--- src/rtl/gorev_cerceve_gonderici_pkg.sv ---
// Shared constants and helpers for the task frame transmitter.
//   - Header byte constants (first three fixed bytes of every frame).
//   - Task byte mapping: task n -> 8'h{n}0.
//   - State encoding for the transmitter FSM.
package gorev_cerceve_gonderici_pkg;

    localparam logic [7:0] CERCEVE_B0 = 8'hBA;
    localparam logic [7:0] CERCEVE_B1 = 8'hCD;
    localparam logic [7:0] CERCEVE_B2 = 8'hA0;

    typedef enum logic [1:0] {
        StBosta  = 2'd0,
        StBaslik = 2'd1,
        StYuk    = 2'd2
    } durum_e;

    // Fourth header byte carries the task number in the upper nibble.
    function automatic logic [7:0] gorev_bayti(input logic [2:0] gorev);
        return {1'b0, gorev, 4'h0};
    endfunction

    // Tasks 0 and 7 are not defined on the accelerator side.
    function automatic logic gorev_gecerli(input logic [2:0] gorev);
        return (gorev != 3'd0) && (gorev != 3'd7);
    endfunction

    function automatic logic [7:0] baslik_bayti(input logic [1:0] indeks,
                                                 input logic [2:0] gorev);
        logic [7:0] bayt;
        case (indeks)
            2'd0:    bayt = CERCEVE_B0;
            2'd1:    bayt = CERCEVE_B1;
            2'd2:    bayt = CERCEVE_B2;
            default: bayt = gorev_bayti(gorev);
        endcase
        return bayt;
    endfunction

endpackage

--- src/rtl/gorev_cerceve_gonderici.sv ---
// Host-side frame transmitter for the accelerator byte command stream.
// On an accepted start it emits the 4-byte header BA, CD, A0, {task,4'h0}
// and then passes exactly `uzunluk_i` payload bytes from the source stream
// straight through to the accelerator.
//
// Ports:
//   clk_i, rstn_i             clock, async active-low reset
//   basla_i, gorev_i,         start request, task number (1..6), payload
//   uzunluk_i                 length; all sampled only while idle
//   k_veri_i, k_gecerli_i,    payload source stream (valid/ready)
//   k_hazir_o
//   h_veri_o, h_gecerli_o,    output stream to the accelerator (valid/ready)
//   h_hazir_i
//   mesgul_o                  frame in progress
//   bitti_o                   one-cycle pulse after the final handshake
//   hata_o                    one-cycle pulse after a start with invalid task
module gorev_cerceve_gonderici
    import gorev_cerceve_gonderici_pkg::*;
#(
    parameter int unsigned LEN_BIT = 24
) (
    input  logic               clk_i,
    input  logic               rstn_i,
    input  logic               basla_i,
    input  logic [2:0]         gorev_i,
    input  logic [LEN_BIT-1:0] uzunluk_i,
    input  logic [7:0]         k_veri_i,
    input  logic               k_gecerli_i,
    output logic               k_hazir_o,
    output logic [7:0]         h_veri_o,
    output logic               h_gecerli_o,
    input  logic               h_hazir_i,
    output logic               mesgul_o,
    output logic               bitti_o,
    output logic               hata_o
);

    localparam logic [LEN_BIT-1:0] KALAN_BIR = LEN_BIT'(1);

    durum_e             durum_q, durum_d;
    logic [2:0]         gorev_q, gorev_d;
    logic [LEN_BIT-1:0] kalan_q, kalan_d;
    logic [1:0]         indeks_q, indeks_d;
    logic               bitti_q, bitti_d;
    logic               hata_q, hata_d;

    always_ff @(posedge clk_i or negedge rstn_i) begin
        if (!rstn_i) begin
            durum_q  <= StBosta;
            gorev_q  <= 3'd0;
            kalan_q  <= '0;
            indeks_q <= 2'd0;
            bitti_q  <= 1'b0;
            hata_q   <= 1'b0;
        end else begin
            durum_q  <= durum_d;
            gorev_q  <= gorev_d;
            kalan_q  <= kalan_d;
            indeks_q <= indeks_d;
            bitti_q  <= bitti_d;
            hata_q   <= hata_d;
        end
    end

    always_comb begin
        durum_d     = durum_q;
        gorev_d     = gorev_q;
        kalan_d     = kalan_q;
        indeks_d    = indeks_q;
        bitti_d     = 1'b0;
        hata_d      = 1'b0;
        h_veri_o    = 8'h00;
        h_gecerli_o = 1'b0;
        k_hazir_o   = 1'b0;
        mesgul_o    = 1'b0;

        case (durum_q)
            StBosta: begin
                if (basla_i) begin
                    if (gorev_gecerli(gorev_i)) begin
                        gorev_d  = gorev_i;
                        kalan_d  = uzunluk_i;
                        indeks_d = 2'd0;
                        durum_d  = StBaslik;
                    end else begin
                        hata_d = 1'b1;
                    end
                end
            end

            StBaslik: begin
                mesgul_o    = 1'b1;
                // Byte is a function of registered state only, so it stays
                // stable for as long as the accelerator stalls.
                h_veri_o    = baslik_bayti(indeks_q, gorev_q);
                h_gecerli_o = 1'b1;
                if (h_hazir_i) begin
                    indeks_d = indeks_q + 2'd1;
                    if (indeks_q == 2'd3) begin
                        if (kalan_q != '0) begin
                            durum_d = StYuk;
                        end else begin
                            durum_d = StBosta;
                            bitti_d = 1'b1;
                        end
                    end
                end
            end

            StYuk: begin
                mesgul_o    = 1'b1;
                h_veri_o    = k_veri_i;
                h_gecerli_o = k_gecerli_i;
                k_hazir_o   = h_hazir_i;
                if (k_gecerli_i && h_hazir_i) begin
                    kalan_d = kalan_q - KALAN_BIR;
                    // Leave on the last byte so the counter never wraps.
                    if (kalan_q == KALAN_BIR) begin
                        durum_d = StBosta;
                        bitti_d = 1'b1;
                    end
                end
            end

            default: begin
                durum_d = StBosta;
            end
        endcase
    end

    assign bitti_o = bitti_q;
    assign hata_o  = hata_q;

endmodule

--- config.mk ---
export PLATFORM = sky130hd
export DESIGN_NAME = gorev_cerceve_gonderici
export DESIGN_NICKNAME = d
export VERILOG_FILES = /design/src/rtl/gorev_cerceve_gonderici_pkg.sv /design/src/rtl/gorev_cerceve_gonderici.sv
export SDC_FILE = /design/constraint.sdc
export NUM_CORES = 1
export LEC_CHECK = 0
export ABC_CLOCK_PERIOD_IN_PS = 5820
export BUFFER_PORTS_ARGS = -buffer_cell sky130_fd_sc_hd__buf_2
export CORE_ASPECT_RATIO = 1.75
export CORE_MARGIN = 4
export CORE_UTILIZATION = 60
export DETAILED_ROUTE_END_ITERATION = 10
export GPL_TIMING_DRIVEN = 0
export HOLD_SLACK_MARGIN = 0.02
export PLACE_DENSITY_LB_ADDON = 0.25
export SYNTH_ARGS = -nofsm -noshare
export SYNTH_HDL_FRONTEND = slang
export SYNTH_SLANG_ARGS = --single-unit
export TNS_END_PERCENT = 50
--- constraint.sdc ---
create_clock -name clk_i -period 5.82 [get_ports clk_i]
set_input_delay 0.582 -clock clk_i [delete_from_list [all_inputs] [get_ports clk_i]]
set_output_delay 0.582 -clock clk_i [all_outputs]
set_load 0.005 [all_outputs]
==> run_results.csv <==
group,metric,value,unit
sta,setup_tns,0,ns
setup_path,cp_slowest_stage_delay,0.48,ns
clock_tree,htreeDepth,2,
synth,synth_area_leaders,"dfrtp_1 (32%), ha_1 (5.8%), nand2_1 (3.6%)",
clock_tree,cts_setup_buffers,0,
power_and_ir_drop,p_int,0.761,mW
die,die-area,5450,sq um
setup_path,crit_cells,7,
synth,ys_warn_count,0,
sta,worst_slew_pin_slew,0.984,ns
setup_path,r2r_slack,3.15,ns
die,fp-row-count,31,
synth,synthesis.nets,348,
synth,syn-cell-area,2580,sq um
sta,setup_viol,0,
power_and_ir_drop,power_frac_clock,0.136,
hold_path,hold_class,"input port to asynchronous set/reset pin",
sta,fmax,330,MHz
flow_run,max_cap_violations,0,
global_routing,grt_max_degree,34,
drt,vias,2722,
setup_path,path_max_fanout,10,
power_and_ir_drop,power.density,489,nW/um^2
clock_tree,clock_latency,0.29,ns
cells_and_area,layout.nets,406,
drt,ant_nets,0,
sta,final_hold_viol_count,0,
cells_and_area,syn_to_final_growth,16.2,%
sta,hold_slack,0.361,ns
clock_tree,numCtsBuffers,5,
sta,finClkSkew,0.00704,ns
setup_path,crit_buf_inv,5,
clock_tree,postCtsResizedCells,0,
synth,async_flop_share,1.00,
die,initial_core_util,0.621,
synth,synth_top_area_frac,0.320,
status,status,"completed",
power_and_ir_drop,swShare,0.480,
synth,synth_seq_cells,33,
synth,synth_edf_count,0,
drt,drt_first_pass_iters,5,
cells_and_area,final_layout_size_suffix_gt1_frac,0.251,
global_routing,grt_overflow,0,
placement,port_buffers,51,
synth,synth_common_cells,"dfrtp_1 (33), nand2_1 (25), a21oi_1 (18), nor2_1 (17), nand3_1 (15)",
drt,routed_wl,7.76,mm
drt,post_drt_via_cell_ratio,6.74,
sta,rsz0062_at_grt,"false",
power_and_ir_drop,power_frac_comb,0.548,
die,die_w,57.5,um
setup_path,critPathKind,"flop to output pin",
setup_path,end_kind,"output pin",
setup_path,r2r_start,"durum_q[0]$_DFFE_PN0P_",
global_routing,antenna_found_initial,0,
synth,synthFlopType,"dfrtp_1",
clock_tree,clkSinkCount,33,
drt,drc,0,
sta,post-route-min-period,3.03,ns
power_and_ir_drop,p_leak,1.31,nW
placement,dp.final_hpwl,5.63,mm
clock_tree,cts_tree,"built",
drt,routedWlPerCell,19.2,um
sta,fin_crit_sh,0.520,
setup_path,startpoint,"durum_q[0]$_DFFE_PN0P_",
die,core_area,4150,sq um
setup_path,path_cells,"inv_1 -> ha_1 -> buf_2 -> clkbuf_1 -> clkbuf_1 -> and2_1 -> buf_2",
setup_path,cp.arrival,2.45,ns
global_routing,grt_pass1_wl,12.6,mm
setup_path,ff2ff_path_depth,8,
synth,yosysMostFrequentCell,"dfrtp_1",
synth,synth_cell_types,60,
drt,drt-initial-drc-count,162,
synth,synth_top_area_cell,"dfrtp_1",
clock_tree,clkTransAtPathRegs,0.08,ns
clock_tree,root_buffer,"clkbuf_8",
global_routing,grt_pass1_vias,2821,
synth,ys_seq_area_frac,0.320,
die,fp.dieH,94.7,um
cells_and_area,num_antenna_cells,0,
setup_path,crit_family,"buffers and inverters",
clock_tree,cts_buffer_depth,2,
setup_path,r2r-end,"kalan_q[19]$_DFFE_PN0P_",
die,num_io_pins,53,
sta,relSlewSlack,0.338,
clock_tree,postCtsHoldBufs,0,
setup_path,crit_slowest_cell,"clkbuf_1",
power_and_ir_drop,ir_drop,0.000347,V
synth,synth.avg_cell_area,8.71,sq um
power_and_ir_drop,pwr-share-seq,0.317,
synth,syn_inst,296,
placement,place_congestion,0.945,
global_routing,track_usage,0.301,
setup_path,start_kind,"flop",
setup_path,critPathRequiredTime,5.24,ns
sta,maxSlewViolCount,0,
power_and_ir_drop,p_switching,0.704,mW
setup_path,crit_end,"k_hazir_o",
-- cell usage in the layout, fill, tap and decap left out, types with 6 or more instances in the layout --
master,instances
clkbuf_1,6
nand4_1,6
nor3_1,10
o21ai_1,9
mux2i_1,7
nand3_1,15
o22ai_1,8
a21oi_1,18
clkbuf_8,7
inv_1,13
ha_1,12
nor2_1,17
nand2_1,25
nor2b_1,9
dfrtp_1,33
buf_2,60
o21ai_0,13
-- through the flow --
step                      power (mW)  cells  setup slack, ns  utilization  cell area [sq um]
final                           1.46    404             2.79        0.722               3000
after global routing            1.57    404             2.65        0.722               3000
after CTS                       1.45    404             2.83        0.722               3000
after detailed placement        1.24    396             3.17        0.697               2890
after global placement          1.21    396             3.21        0.697               2890
after floorplan                 1.00    296             3.74            -               2580
-- routing by layer --
| layer | track usage | routed length, um |
|---|---|---|
| met5 | 0 | 0 |
| met4 | 0.236 | 465 |
| met3 | 0.0492 | 566 |
| met2 | 0.525 | 4050 |
| met1 | 0.308 | 2680 |
-- kinds of logic after synthesis --
| family | count (synthesis) | synth area share |
|---|---|---|
| buffers and inverters | 29 | 0.0495 |
| AO/OA/AOI/OAI | 90 | 0.245 |
| flip-flops | 33 | 0.320 |
| multiplexers | 12 | 0.0505 |
| adder cells (fa/ha/maj) | 12 | 0.0583 |
| AND/OR/NAND/NOR | 120 | 0.276 |
-- worst register-to-register path: stages, from the launching register on --
cell,delay (ns)
dfrtp_1,0.40
inv_1,0.09
ha_1,0.41
nor2b_1,0.44
or2_1,0.15
buf_2,0.18
nand2_1,0.14
nor4_1,0.53
a311oi_1,0.18
-- final cells by class --
cell class	count	area (sq um)
timing repair buffer	51	255
clock buffer	7	96.3
tap	49	61.3
inverter	13	48.8
buffer	16	78.8
sequential	33	826
fill	349	1150
multi-input combinational	234	1620
clock inverter	1	5.00
-- power groups by stage --
stage / Sequential [mW] / Combinational, mW / Clock [mW]
finish: 0.464 / 0.802 / 0.199
global placement: 0.456 / 0.757 / 0
global route: 0.481 / 0.883 / 0.209
floorplan: 0.426 / 0.577 / 0
detailed placement: 0.461 / 0.783 / 0
CTS: 0.458 / 0.796 / 0.201
-- sequential cells by signal, summed over array words and instances, names as in the netlist --
register,flops
bitti_o,1
durum_q,2
kalan_q,24
gorev_q,3
hata_o,1
indeks_q,2
-- worst min path at each step --
| stage | to | slack [ns] | depth (start not counted) |
|---|---|---|---|
| after floorplan | bitti_o$_DFF_PN0_ | 0.29 | 0 |
| after global placement | gorev_q[2]$_DFFE_PN0P_ | 0.50 | 1 |
| after detailed placement | gorev_q[2]$_DFFE_PN0P_ | 0.50 | 1 |
| after CTS | kalan_q[2]$_DFFE_PN0P_ | 0.40 | 1 |
| after global routing | kalan_q[2]$_DFFE_PN0P_ | 0.43 | 1 |
| final | kalan_q[2]$_DFFE_PN0P_ | 0.36 | 1 |
Power figures use the tool's default switching activity.
